File: config.mk
export PLATFORM = sky130hd
export DESIGN_NAME = jk_prog_divider_flat
export DESIGN_NICKNAME = d
export VERILOG_FILES = /design/src/rtl/jk_prog_divider_if.sv /design/src/rtl/jk_prog_divider.sv /design/src/flat_wrapper.sv
export SDC_FILE = /design/constraint.sdc
export NUM_CORES = 1
export LEC_CHECK = 0
export BUFFER_PORTS_ARGS = -buffer_cell sky130_fd_sc_hd__buf_2
export CAP_MARGIN = 5
export CORE_MARGIN = 8
export CORE_UTILIZATION = 30
export DETAILED_ROUTE_END_ITERATION = 6
export GPL_TIMING_DRIVEN = 0
export PLACE_DENSITY = 0.5
export SLEW_MARGIN = 20
export SYNTH_ARGS = -nofsm -noshare
export SYNTH_HDL_FRONTEND = slang
export SYNTH_SLANG_ARGS = --single-unit
File: constraint.sdc
create_clock -name clk -period 7.3 [get_ports clk]
set_clock_uncertainty 0.05 [all_clocks]
set_input_delay 0.365 -clock clk [delete_from_list [all_inputs] [get_ports clk]]
set_output_delay 0.365 -clock clk [all_outputs]
set_load 0.05 [all_outputs]
File: src/rtl/jk_prog_divider_if.sv
// Handshake/bus bundle for the programmable divider.
// master: ratio/enable source; slave: the divider.
interface jk_prog_divider_if #(
    parameter int WIDTH = 8
);
    logic             en;
    logic [WIDTH-1:0] div_ratio;
    logic             div_load;
    logic             mod_plus;
    logic             div_ack;
    logic             tc_pulse;
    logic             clk_div_out;
    logic [WIDTH:0]   count;

    modport master (
        output en,
        output div_ratio,
        output div_load,
        output mod_plus,
        input  div_ack,
        input  tc_pulse,
        input  clk_div_out,
        input  count
    );

    modport slave (
        input  en,
        input  div_ratio,
        input  div_load,
        input  mod_plus,
        output div_ack,
        output tc_pulse,
        output clk_div_out,
        output count
    );
endinterface

File: src/rtl/jk_prog_divider.sv
// Programmable N / N+1 divider for the PLL feedback path.
// Ports: clk, rst (sync, active-high), bus (slave: en, div_ratio,
// div_load, mod_plus in; div_ack, tc_pulse, clk_div_out, count out).
module jk_prog_divider #(
    parameter int WIDTH   = 8,
    parameter int RST_DIV = 4
) (
    input  logic                clk,
    input  logic                rst,
    jk_prog_divider_if.slave    bus
);
    localparam int CW = WIDTH + 1;

    logic [WIDTH-1:0] active_q;
    logic [WIDTH-1:0] pend_q;
    logic             pend_vld_q;
    logic [CW-1:0]    cnt_q;
    logic [CW-1:0]    neff_q;
    logic             clk_q;
    logic             ack_q;

    logic             reload;
    logic [WIDTH-1:0] sel_ratio;
    logic [CW-1:0]    neff_new;
    logic [CW-1:0]    neff_d;
    logic [CW-1:0]    cnt_d;
    logic             clk_d;
    logic [WIDTH-1:0] load_val;

    always_comb begin
        reload    = bus.en && (cnt_q == '0);
        sel_ratio = pend_vld_q ? pend_q : active_q;
        // One extra bit keeps N + 1 = 2^WIDTH representable.
        neff_new  = {1'b0, sel_ratio} + CW'(bus.mod_plus);
        neff_d    = reload ? neff_new : neff_q;
        cnt_d     = reload ? (neff_new - CW'(1))
                           : (cnt_q - CW'(1));
        // High for the upper ceil(N/2) counts of the period.
        clk_d     = (cnt_d >= (neff_d >> 1));
        load_val  = (bus.div_ratio < WIDTH'(2))
                  ? WIDTH'(2) : bus.div_ratio;
    end

    always_ff @(posedge clk) begin
        if (rst) begin
            active_q   <= WIDTH'(RST_DIV);
            pend_q     <= '0;
            pend_vld_q <= 1'b0;
            cnt_q      <= CW'(RST_DIV - 1);
            neff_q     <= CW'(RST_DIV);
            clk_q      <= 1'b1;
            ack_q      <= 1'b0;
        end else begin
            ack_q <= reload && pend_vld_q;
            if (bus.en) begin
                cnt_q  <= cnt_d;
                neff_q <= neff_d;
                clk_q  <= clk_d;
            end
            if (reload && pend_vld_q)
                active_q <= pend_q;
            // A load coincident with a reload refills pending
            // for the following boundary.
            if (bus.div_load) begin
                pend_q     <= load_val;
                pend_vld_q <= 1'b1;
            end else if (reload) begin
                pend_vld_q <= 1'b0;
            end
        end
    end

    assign bus.tc_pulse    = bus.en && (cnt_q == '0);
    assign bus.div_ack     = ack_q;
    assign bus.clk_div_out = clk_q;
    assign bus.count       = cnt_q;
endmodule

File: src/flat_wrapper.sv
// flat-port wrapper written by rule: the top's interface ports become plain ports
module jk_prog_divider_flat 
#(
    parameter int WIDTH   = 8,
    parameter int RST_DIV = 4
)
  (clk, rst, bus_en, bus_div_ratio, bus_div_load, bus_mod_plus, bus_div_ack, bus_tc_pulse, bus_clk_div_out, bus_count);
  jk_prog_divider_if #(.WIDTH(WIDTH)) bus_i ();
  input  logic clk;
  input  logic rst;
  input wire logic [$bits(bus_i.en)-1:0] bus_en;
  input wire logic [$bits(bus_i.div_ratio)-1:0] bus_div_ratio;
  input wire logic [$bits(bus_i.div_load)-1:0] bus_div_load;
  input wire logic [$bits(bus_i.mod_plus)-1:0] bus_mod_plus;
  output wire logic [$bits(bus_i.div_ack)-1:0] bus_div_ack;
  output wire logic [$bits(bus_i.tc_pulse)-1:0] bus_tc_pulse;
  output wire logic [$bits(bus_i.clk_div_out)-1:0] bus_clk_div_out;
  output wire logic [$bits(bus_i.count)-1:0] bus_count;
  assign bus_i.en = bus_en;
  assign bus_i.div_ratio = bus_div_ratio;
  assign bus_i.div_load = bus_div_load;
  assign bus_i.mod_plus = bus_mod_plus;
  assign bus_div_ack = bus_i.div_ack;
  assign bus_tc_pulse = bus_i.tc_pulse;
  assign bus_clk_div_out = bus_i.clk_div_out;
  assign bus_count = bus_i.count;
  jk_prog_divider #(.WIDTH(WIDTH), .RST_DIV(RST_DIV)) u_core (.clk(clk), .rst(rst), .bus(bus_i));
endmodule
Yosys cells after proc, flatten, opt, wreduce, memory -nomap -nowiden
Index checks and enable logic that the tools add are counted.
{"block": "classes", "n_addsub": 3, "n_lt_le_gt_ge": 2, "n_mux": 6, "reduce_logical": 5}
{"cell": "two-way mux 9 bit", "count": 2}
{"cell": "subtractor 9 x 1 -> 9 bit (second input constant)", "count": 2}
{"cell": "two-way mux 8 bit", "count": 2}
{"cell": "adder 8 x 1 -> 9 bit", "count": 1}
{"cell": ">= comparator 9 x 8 -> 1 bit", "count": 1}
{"cell": "zero test 9 bit", "count": 1}
{"cell": "less-than comparator 8 x 2 -> 1 bit (second input constant)", "count": 1}
{"cell": "logical AND 1 bit", "count": 2}
{"cell": "two-way mux 1 bit", "count": 2}
{"cell": "AND reduction 2 bit", "count": 1}
{"cell": "nonzero test 2 bit", "count": 1}
{"block": "word_totals", "regBits": 37, "in_bits": 13, "out_inout_bits": 12, "elab_cells": 24}

Longest topological paths before layout
Gate-level depths: netlist (run 1).
{"block": "depth", "word_depth": 5, "ltp_mapped": 17, "depth_no_buf": 15}

Worst setup path after synthesis (run 1)
No wires, ideal clock.
{"block": "synth_path", "path_kind": "register to register", "startpoint": "register u_core.cnt_q[4], in the netlist u_core.bus.count[4]", "endpoint": "register u_core.clk_q, in the netlist u_core.bus.clk_div_out", "setup_ns": 0.125, "arrival_ns": 3.642, "t_required_ns": 7.125, "slack_ns": 3.483, "path_stages_with_launch": 13, "n_path_buf": 1, "period_less_slack_ns": 3.817, "cell_sequence": "dfxtp_1 buf_2 or4_1 nor4_2 a21o_1 xor2_1 ha_1 a21oi_1 nor2b_1 o21ai_0 a221oi_1 nor3_1 o31ai_1"}
{"block": "synth_via", "elab_chain_len": 4, "elab_cells_between_ends": 6, "cone_classes": "add/sub (1); order compare (1); mux (2); reduce/logical (2)"}
{"element": "start, declared", "line": "jk_prog_divider.sv:17", "text": "logic [CW-1:0] cnt_q;"}
{"element": "start signal, assigned", "line": "jk_prog_divider.sv:49", "text": "cnt_q <= CW'(RST_DIV - 1);"}
{"element": "start signal, assigned", "line": "jk_prog_divider.sv:56", "text": "cnt_q <= cnt_d;"}
{"element": "zero test 9 bit"}
{"element": "logical AND 1 bit"}
{"element": "named net bus_tc_pulse", "line": "flat_wrapper.sv:16", "text": "output wire logic [$bits(bus_i.tc_pulse)-1:0] bus_tc_pulse;"}
{"element": "two-way mux 9 bit", "line": "jk_prog_divider.sv:36", "text": "cnt_d = reload ? (neff_new - CW'(1))"}
{"element": "named net u_core.cnt_d[1]", "line": "jk_prog_divider.sv:26", "text": "logic [CW-1:0] cnt_d;"}
{"element": ">= comparator 9 x 8 -> 1 bit", "line": "jk_prog_divider.sv:39", "text": "clk_d = (cnt_d >= (neff_d >> 1));"}
{"element": "end signal, assigned", "line": "jk_prog_divider.sv:58", "text": "clk_q <= clk_d;"}
{"element": "end, declared", "line": "jk_prog_divider.sv:19", "text": "logic clk_q;"}
The timed path passes the listed nets, and every way through them passes these cells.
A chain may end at the register's enable or synchronous reset.

Worst setup path in the final report (run 1)
{"block": "layout_path", "startpoint": "register u_core.pend_vld_q", "endpoint": "register u_core.clk_q, in the netlist u_core.bus.clk_div_out"}
{"block": "layout_via", "elab_chain_len": 5, "elab_cells_between_ends": 6, "cone_classes": "add/sub (2); order compare (1); mux (3)"}
{"element": "start, declared", "line": "jk_prog_divider.sv:16", "text": "logic pend_vld_q;"}
{"element": "start signal, assigned", "line": "jk_prog_divider.sv:48", "text": "pend_vld_q <= 1'b0;"}
{"element": "start signal, assigned", "line": "jk_prog_divider.sv:66", "text": "pend_vld_q <= 1'b1;"}
{"element": "start signal, assigned", "line": "jk_prog_divider.sv:68", "text": "pend_vld_q <= 1'b0;"}
{"element": "two-way mux 8 bit", "line": "jk_prog_divider.sv:32", "text": "sel_ratio = pend_vld_q ? pend_q : active_q;"}
{"element": "adder 8 x 1 -> 9 bit", "line": "jk_prog_divider.sv:34", "text": "neff_new = {1'b0, sel_ratio} + CW'(bus.mod_plus);"}
{"element": "subtractor 9 x 1 -> 9 bit", "line": "jk_prog_divider.sv:36"}
{"element": "two-way mux 9 bit", "line": "jk_prog_divider.sv:36"}
{"element": "named net u_core.cnt_d[5]", "line": "jk_prog_divider.sv:26"}
{"element": ">= comparator 9 x 8 -> 1 bit", "line": "jk_prog_divider.sv:39"}
The timed path passes the listed nets, and every way through them passes these cells.

==> impl_metrics.prom, run 1 <==
# TYPE chip_impl_metric gauge
chip_impl_info{name="worstHoldPathType",value="in2reg"} 1
chip_impl_metric{name="post_synth_inst_count",unit=""} 268
chip_impl_metric{name="avgViaCountPerCell",unit=""} 5.07
chip_impl_metric{name="count_of_buffers_added_by_post_cts_timing_repair_for_setup",unit=""} 0
chip_impl_metric{name="critPathArrivalTime",unit="ns"} 4.23
chip_impl_metric{name="synth-seq-cells",unit=""} 36
chip_impl_metric{name="cts_buffers",unit=""} 5
chip_impl_info{name="most-common-layout-cells",value="dfxtp_1 (36), nor2_1 (35), a21oi_1 (27), buf_2 (23), nand2_1 (21)"} 1
chip_impl_metric{name="antenna_found_initial",unit=""} 0
chip_impl_info{name="worstSetupEndpointType",value="flip-flop"} 1
chip_impl_metric{name="netlist-cell-type-count",unit=""} 50
chip_impl_metric{name="timing.final.max_slew_violations",unit=""} 0
chip_impl_metric{name="globalRoute.totalOverflow",unit=""} 0
chip_impl_metric{name="cts.path.max_buffers",unit=""} 2
chip_impl_metric{name="final_cell_count_no_fill",unit=""} 397
chip_impl_metric{name="cts_hold_repair.buffers",unit=""} 0
chip_impl_metric{name="timing.final.ws_setup",unit="ns"} 3.19
chip_impl_metric{name="numPortBuffers",unit=""} 22
chip_impl_info{name="layout.cells.most_common",value="dfxtp_1"} 1
chip_impl_metric{name="synth-warning-count",unit=""} 0
chip_impl_metric{name="floorplan.rows",unit=""} 31
chip_impl_metric{name="max_fanout_on_critical_path",unit=""} 10
chip_impl_info{name="root_buffer_cell",value="clkbuf_8"} 1
chip_impl_metric{name="ys_async_sr_fraction",unit="%"} 0
chip_impl_metric{name="max_cap_viol_count",unit=""} 0
chip_impl_metric{name="synth_seq_area_share",unit="%"} 32.8
chip_impl_info{name="setup.worst_path.start_class",value="flip-flop"} 1
chip_impl_info{name="primary_ff_master_synth",value="dfxtp_1"} 1
chip_impl_metric{name="insertion_delay",unit="ns"} 0.29
chip_impl_info{name="cts_tree",value="yes"} 1
chip_impl_metric{name="post-route-util",unit="%"} 35.6
chip_impl_metric{name="die_area",unit="sq um"} 10300
chip_impl_metric{name="vias_in_the_first_global_route",unit=""} 1932
chip_impl_metric{name="grt_pass1_wl",unit="mm"} 9.97
chip_impl_metric{name="num-nets-final",unit=""} 320
chip_impl_metric{name="clock_sinks",unit=""} 36
chip_impl_metric{name="via_count",unit=""} 2012
chip_impl_metric{name="post_route_cells_drive_above_1_share",unit="%"} 15.4
chip_impl_metric{name="area.growth.synth_to_final",unit="%"} 16.4
chip_impl_metric{name="floorplan.die.height",unit="um"} 102
chip_impl_info{name="setup.worst_path.class",value="reg2reg"} 1
chip_impl_metric{name="clock_period_minus_worst_slack",unit="ns"} 4.11
chip_impl_metric{name="firstDrtPassIters",unit=""} 4
chip_impl_metric{name="diodes",unit=""} 0
chip_impl_metric{name="power.density_cell_area",unit="nW/um^2"} 181
chip_impl_metric{name="synth_enable_flop_cells",unit=""} 0
chip_impl_metric{name="place_congestion",unit=""} 0.796
chip_impl_metric{name="ios",unit=""} 25
chip_impl_metric{name="setup_viol_count_final",unit=""} 0
chip_impl_metric{name="postSynthAreaPerCell",unit="sq um"} 8.19
chip_impl_metric{name="htree_levels",unit=""} 2
chip_impl_metric{name="postCtsResizedCells",unit=""} 0
chip_impl_metric{name="cts.clk_slew.worst_paths",unit="ns"} 0.08
chip_impl_metric{name="largest_net_degree_at_the_start_of_global_routing",unit=""} 12
chip_impl_metric{name="hold_viol_final",unit=""} 0
chip_impl_info{name="status",value="complete, no violations"} 1
chip_impl_metric{name="clock.fmax",unit="MHz"} 243
chip_impl_metric{name="post_synth_instance_area",unit="sq um"} 2190
chip_impl_metric{name="drtIter0Drc",unit=""} 112
chip_impl_metric{name="drc",unit=""} 0
chip_impl_metric{name="whs",unit="ns"} 0.273
chip_impl_metric{name="place.detailed.hpwl",unit="mm"} 4.47
chip_impl_metric{name="grt_usage",unit="%"} 12.6
chip_impl_metric{name="worst_slew_pin_slew",unit="ns"} 0.883
chip_impl_metric{name="place_worst_setup_slack",unit="ns"} 3.23
chip_impl_metric{name="floorplan.initialDensity",unit="%"} 30.6
chip_impl_metric{name="placed_cells_incl_taps",unit=""} 389
chip_impl_metric{name="width_of_the_die",unit="um"} 102
chip_impl_metric{name="max-slew-margin-rel",unit="%"} 40.7
chip_impl_metric{name="synth_nets",unit=""} 291
chip_impl_metric{name="routed_wl",unit="mm"} 5.95
chip_impl_metric{name="crit_required",unit="ns"} 7.42
chip_impl_metric{name="ir_drop",unit="mV"} 0.0550
chip_impl_metric{name="leakage",unit="nW"} 1.00
chip_impl_metric{name="detail_routed_net_length_per_standard_cell",unit="um"} 15.0
chip_impl_metric{name="timing.final.crit_share",unit="%"} 56.3
chip_impl_metric{name="core_region_area",unit="sq um"} 7180
chip_impl_metric{name="totalNegativeSetupSlack",unit="ns"} 0
chip_impl_metric{name="ant_nets",unit=""} 0
chip_impl_info{name="rsz0062_at_grt",value="no"} 1
-- state kept, by name, summed over array words and instances, names as in the netlist --
| name | count |
|---|---|
| u_core.bus.count | 9 |
| u_core.active_q | 8 |
| u_core.neff_q | 8 |
| u_core.pend_q | 8 |
| u_core.bus.clk_div_out | 1 |
| u_core.bus.div_ack | 1 |
| u_core.pend_vld_q | 1 |
-- metrics by stage --
step | area [sq um] | total power, W
6_report | 2550 | 0.000461
5_1_grt | 2550 | 0.000485
4_1_cts | 2550 | 0.000467
3_5_place_dp | 2430 | 0.000272
3_3_place_gp | 2430 | 0.000272
2_1_floorplan | 2190 | 0.000255
-- cells by family (layout without fill, tap and decap cells) --
| family | after synthesis | in the layout | synth area share [%] |
|---|---|---|---|
| AND/OR/NAND/NOR | 112 | 112 | 26.3 |
| AO/OA/AOI/OAI | 59 | 59 | 17.0 |
| flip-flops | 36 | 36 | 32.8 |
| buffers and inverters | 22 | 52 | 4.67 |
| multiplexers | 20 | 20 | 9.86 |
| adder cells (fa/ha/maj) | 10 | 10 | 5.70 |
| XOR/XNOR | 9 | 9 | 3.59 |
-- worst max-delay path, stage by stage (launching register included) --
cell,delay [ns]
dfxtp_1,0.33
buf_6,0.14
buf_8,0.14
clkbuf_1,0.38
mux2_2,0.39
ha_1,0.24
xnor2_1,0.21
o31ai_1,0.29
nand2_1,0.20
nor3_2,0.41
xnor2_1,0.13
ha_1,0.30
a211oi_1,0.32
a221oi_1,0.14
nor3_1,0.22
o31ai_1,0.10
-- where the power goes --
part / internal [W] / switching, W / total, W
combinational: 0.0000229 / 0.0000374 / 0.0000603
clock: 0.000121 / 0.0000736 / 0.000194
sequential: 0.000201 / 0.00000563 / 0.000207
total: 0.000345 / 0.000117 / 0.000461
-- worst paths after layout --
path,start,end,slack (ns),cells after the start
max reg2reg,u_core.pend_vld_q$_SDFFE_PP0P_,u_core.bus.clk_div_out$_SDFFE_PP1P_,3.19,15
min reg2reg,u_core.active_q[7]$_SDFFE_PP0P_,u_core.active_q[7]$_SDFFE_PP0P_,0.40,2
min,bus_div_ratio[2],u_core.pend_q[2]$_SDFFE_PP0P_,0.27,3
max,u_core.pend_vld_q$_SDFFE_PP0P_,u_core.bus.clk_div_out$_SDFFE_PP1P_,3.19,15
-- synthesized netlist by cell type, drive strengths merged, types with 4 or more instances --
master | count | share of area (%)
dfxtp | 36 | 33
nor2 | 36 | 6.5
a21oi | 27 | 6.2
nand2 | 21 | 3.6
mux2i | 17 | 8.3
nor3 | 14 | 3.4
clkbuf | 10 | 1.7
ha | 10 | 5.7
nand3 | 10 | 2.3
o21ai | 9 | 2.1
inv | 8 | 1.4
xor2 | 6 | 2.4
nand2b | 5 | 1.4
buf | 4 | 1.6
nand4 | 4 | 1.1
-- metal layers --
layer  GRT usage, %  wire [um]  up-vias
li1               -          -     1018
met1           16.2       2880      960
met2           20.0       2800       27
met3           2.68        169        7
met4           4.58         95        0
met5              0          0        -
-- layout make-up --
class,count,area [sq um]
Clock buffer,7,96.3
Tap cell,99,124
Fill cell,763,4620
Sequential cell,36,721
Multi-Input combinational cell,210,1370
Inverter,8,30.0
Clock inverter,1,30.0
Buffer,14,72.6
Timing Repair Buffer,22,110
Power figures use the tool's default switching activity.
==> run 2, diff against run 1 <==
Settings changed: ABC_AREA set to 1, PLACE_DENSITY 0.5 to 0.51.
Clock period 7.3 ns to 3.6 ns, I/O delays scaled along.
==> run 2 against run 1 <==
Effect of this change: count of clock-buffer cells in the layout is 2 lower; fmax is 28% higher; power is 92% higher.
==> impl_metrics.prom, run 2 <==
# TYPE chip_impl_metric gauge
chip_impl_metric{name="worst_slew_pin_slew",unit="ns"} 0.592
chip_impl_metric{name="max-slew-margin-rel",unit="%"} 60.5
chip_impl_info{name="worstSetupEndpointType",value="flip-flop"} 1
chip_impl_info{name="primary_ff_master_synth",value="dfxtp_1"} 1
chip_impl_metric{name="drtIter0Drc",unit=""} 72
chip_impl_info{name="yosys.area.top_type",value="dfxtp_1"} 1
chip_impl_info{name="crit_path_start",value="u_core.pend_vld_q$_SDFFE_PP0P_"} 1
chip_impl_metric{name="synth_enable_flop_cells",unit=""} 0
chip_impl_metric{name="via_count",unit=""} 1980
chip_impl_metric{name="placed_cells_incl_taps",unit=""} 414
chip_impl_metric{name="report.power.total",unit="W"} 0.000888
chip_impl_metric{name="detail_routed_net_length_per_standard_cell",unit="um"} 12.8
chip_impl_metric{name="firstDrtPassIters",unit=""} 4
chip_impl_metric{name="cts_buffers",unit=""} 5
chip_impl_metric{name="floorplan.rows",unit=""} 30
chip_impl_metric{name="place_congestion",unit=""} 0.860
chip_impl_metric{name="area.growth.synth_to_final",unit="%"} 14.4
chip_impl_metric{name="area_share_of_fa_ha_maj_cells_after_synthesis",unit="%"} 6.07
chip_impl_metric{name="critPathArrivalTime",unit="ns"} 3.34
chip_impl_metric{name="htree_levels",unit=""} 2
chip_impl_metric{name="post_synth_instance_area",unit="sq um"} 2060
chip_impl_metric{name="critical_path.max_stage_delay",unit="ns"} 0.36
chip_impl_metric{name="place_worst_setup_slack",unit="ns"} 0.211
chip_impl_metric{name="floorplan.die.height",unit="um"} 98.9
chip_impl_metric{name="r2r.worst_path.cells",unit=""} 21
chip_impl_metric{name="vias_in_the_first_global_route",unit=""} 1976
chip_impl_metric{name="grt_pass1_wl",unit="mm"} 9.17
chip_impl_metric{name="synth_seq_area_share",unit="%"} 35.0
chip_impl_info{name="path_common_cell",value="nand2_1"} 1
chip_impl_info{name="timing.critical_path.to",value="u_core.bus.clk_div_out$_SDFFE_PP1P_"} 1
chip_impl_metric{name="globalRoute.totalOverflow",unit=""} 0
chip_impl_metric{name="synth_compound_area_share",unit="%"} 15.1
chip_impl_metric{name="core_region_area",unit="sq um"} 6720
chip_impl_metric{name="netlist-cell-type-count",unit=""} 29
chip_impl_metric{name="timing.final.ws_setup",unit="ns"} 0.383
chip_impl_metric{name="place.detailed.hpwl",unit="mm"} 4.23
chip_impl_metric{name="synth_nets",unit=""} 335
chip_impl_metric{name="postSynthAreaPerCell",unit="sq um"} 6.61
chip_impl_info{name="status",value="complete, no violations"} 1
chip_impl_metric{name="ys_async_sr_fraction",unit="%"} 0
chip_impl_metric{name="totalNegativeSetupSlack",unit="ns"} 0
chip_impl_metric{name="post_route_cells_drive_above_1_share",unit="%"} 16.1
chip_impl_info{name="setup.worst_path.class",value="reg2reg"} 1
chip_impl_metric{name="max_fanout_on_critical_path",unit=""} 9
chip_impl_metric{name="cts.path.max_buffers",unit=""} 2
chip_impl_metric{name="antenna_found_initial",unit=""} 0
chip_impl_metric{name="max_reg_flops",unit=""} 9
chip_impl_info{name="layout.cells.most_common",value="nand2_1"} 1
chip_impl_metric{name="insertion_delay",unit="ns"} 0.29
chip_impl_metric{name="crit_required",unit="ns"} 3.72
chip_impl_metric{name="count_of_buffer_and_inverter_cells_on_the_critical_path",unit=""} 1
chip_impl_metric{name="ios",unit=""} 25
chip_impl_metric{name="ir_drop",unit="mV"} 0.172
chip_impl_metric{name="grt_usage",unit="%"} 11.6
chip_impl_metric{name="die_area",unit="sq um"} 9780
chip_impl_metric{name="whs",unit="ns"} 0.0800
chip_impl_metric{name="width_of_the_die",unit="um"} 98.9
chip_impl_metric{name="drc",unit=""} 0
chip_impl_metric{name="post_synth_inst_count",unit=""} 312
chip_impl_metric{name="synth_simple_gate_area_share",unit="%"} 32.8
chip_impl_metric{name="max_cap_viol_count",unit=""} 0
chip_impl_info{name="rsz0062_at_grt",value="no"} 1
chip_impl_metric{name="largest_net_degree_at_the_start_of_global_routing",unit=""} 12
chip_impl_info{name="synth_top_family_by_area",value="simple AND/OR/NAND/NOR gates"} 1
chip_impl_metric{name="setup_viol_count_final",unit=""} 0
chip_impl_metric{name="power.density_cell_area",unit="nW/um^2"} 376
chip_impl_info{name="root_buffer_cell",value="clkbuf_8"} 1
chip_impl_metric{name="num-nets-final",unit=""} 364
chip_impl_metric{name="leakage",unit="nW"} 1.17
chip_impl_metric{name="reg2reg_slack",unit="ns"} 0.38
chip_impl_metric{name="synth-warning-count",unit=""} 0
chip_impl_metric{name="cts.clk_slew.worst_paths",unit="ns"} 0.08
chip_impl_metric{name="synth-seq-cells",unit=""} 36
chip_impl_info{name="netlist_top_cells_area",value="dfxtp_1 (35%), nand2_1 (15%), inv_1 (8.0%)"} 1
chip_impl_metric{name="diodes",unit=""} 0
chip_impl_metric{name="synthMuxAreaShare",unit="%"} 0
chip_impl_metric{name="ant_nets",unit=""} 0
chip_impl_info{name="most_frequent_cell_after_synthesis",value="nand2_1"} 1
chip_impl_metric{name="clock_period_minus_worst_slack",unit="ns"} 3.22
chip_impl_metric{name="clock_sinks",unit=""} 36
chip_impl_info{name="crit_family",value="simple AND/OR/NAND/NOR gates"} 1
chip_impl_metric{name="timing.final.crit_share",unit="%"} 89.4
chip_impl_metric{name="routed_wl",unit="mm"} 5.39
chip_impl_info{name="most_instantiated_cells_after_synthesis",value="nand2_1 (83), inv_1 (44), dfxtp_1 (36)"} 1
chip_impl_info{name="timing.rr.start",value="u_core.pend_vld_q$_SDFFE_PP0P_"} 1
chip_impl_info{name="most-common-layout-cells",value="nand2_1 (83), inv_1 (44), dfxtp_1 (35), o21ai_0 (26), nand3_1 (25)"} 1
chip_impl_info{name="worstHoldPathType",value="in2reg"} 1
chip_impl_metric{name="numPortBuffers",unit=""} 22
chip_impl_metric{name="timing.final.max_slew_violations",unit=""} 0
chip_impl_info{name="reg2reg_to",value="u_core.bus.clk_div_out$_SDFFE_PP1P_"} 1
chip_impl_metric{name="final_cell_count_no_fill",unit=""} 421
chip_impl_info{name="crit_path_cell_trace",value="inv_2 > nand2_1 > o21ai_1 > ha_2 > ha_1 > nand2_1 > nand2_1 > nor2_2 > nand2_4 > nor2_8 > nand2_2 > nand2_1 > ha_1 > a21oi_1 > o221ai_1 > nand2_1 > nand2_1 > nand2_1 > o21ai_0 > o21ai_0 > nand3_1"} 1
chip_impl_info{name="setup.worst_path.start_class",value="flip-flop"} 1
chip_impl_info{name="slowest_stage",value="dfxtp_2"} 1
chip_impl_metric{name="floorplan.initialDensity",unit="%"} 30.7
chip_impl_metric{name="avgViaCountPerCell",unit=""} 4.70
chip_impl_metric{name="synth.top_cell.area_share",unit="%"} 35.0
chip_impl_metric{name="worst-path-stages",unit=""} 21
chip_impl_metric{name="hold_viol_final",unit=""} 0
chip_impl_info{name="worstHoldStart",value="bus_div_load"} 1
chip_impl_info{name="cts_tree",value="yes"} 1
chip_impl_metric{name="synth_xor_xnor_area_share",unit="%"} 0
chip_impl_metric{name="clock.fmax",unit="MHz"} 311
run 2: cell types whose count changed after synthesis, sizes merged, moves of 5 or more:
cell    previous run  this run
clkbuf            10         4
mux2i             17         0
nor2              36        26
nor3              14         0
nand3             10        27
nand2             21        90
xor2               6         0
nand2b             5         0
a21oi             27        22
o21ai              9        29
inv                8        50
run 2: area by class of cell:
type	instances	area, sq um
clock inverters	2	12.5
multi-input cells	218	1120
flip-flops and latches	36	722
fillers	736	4360
well taps	80	100
plain buffers	8	41.3
clock buffers	5	68.8
inverters	50	188
repair buffers	22	110
run 2: logic make-up (layout without fill, tap and decap cells):
group,after synthesis,in the layout
compound gates,58,58
fa+ha+maj,10,10
buf+inv,58,87
flops,36,36
simple gates,150,150
run 2: through the flow:
step                      instance area [sq um]  util [%]
after floorplan                            2060         -
after global placement                     2270      33.8
after detailed placement                   2270      33.8
after CTS                                  2350      35.0
after global routing                       2360      35.1
final                                      2360      35.1
run 2: how the worst min path moves through the flow:
| stage | end | slack [ns] | cells past startpoint |
|---|---|---|---|
| 2_1_floorplan | u_core.pend_q[2]$_SDFFE_PP0P_ | 0.22 | 1 |
| 3_3_place_gp | u_core.pend_q[3]$_SDFFE_PP0P_ | 0.39 | 2 |
| 3_5_place_dp | u_core.pend_q[3]$_SDFFE_PP0P_ | 0.40 | 2 |
| 4_1_cts | u_core.pend_q[2]$_SDFFE_PP0P_ | 0.07 | 2 |
| 5_1_grt | u_core.pend_q[3]$_SDFFE_PP0P_ | 0.1 | 2 |
| 6_report | u_core.pend_q[2]$_SDFFE_PP0P_ | 0.08 | 2 |
run 2: layer usage:
layer	GRT usage (%)	routed length, um
met1	14.1	2650
met4	3.90	44
met2	19.4	2530
met5	0	0
met3	2.54	164
run 2: power breakdown:
| group | internal, W | switching, W | total (W) |
|---|---|---|---|
| combinational | 0.0000542 | 0.000125 | 0.000180 |
| sequential | 0.000414 | 0.00000999 | 0.000424 |
| clock | 0.000131 | 0.000153 | 0.000284 |
| total | 0.000599 | 0.000289 | 0.000888 |
run 2: repair_timing:
item	in CTS	in global routing
hold buffers	0	0
setup endpoints to repair	0	1
buffers inserted	0	0
gates resized for setup	0	4
endpoints found under the hold margin	0	0
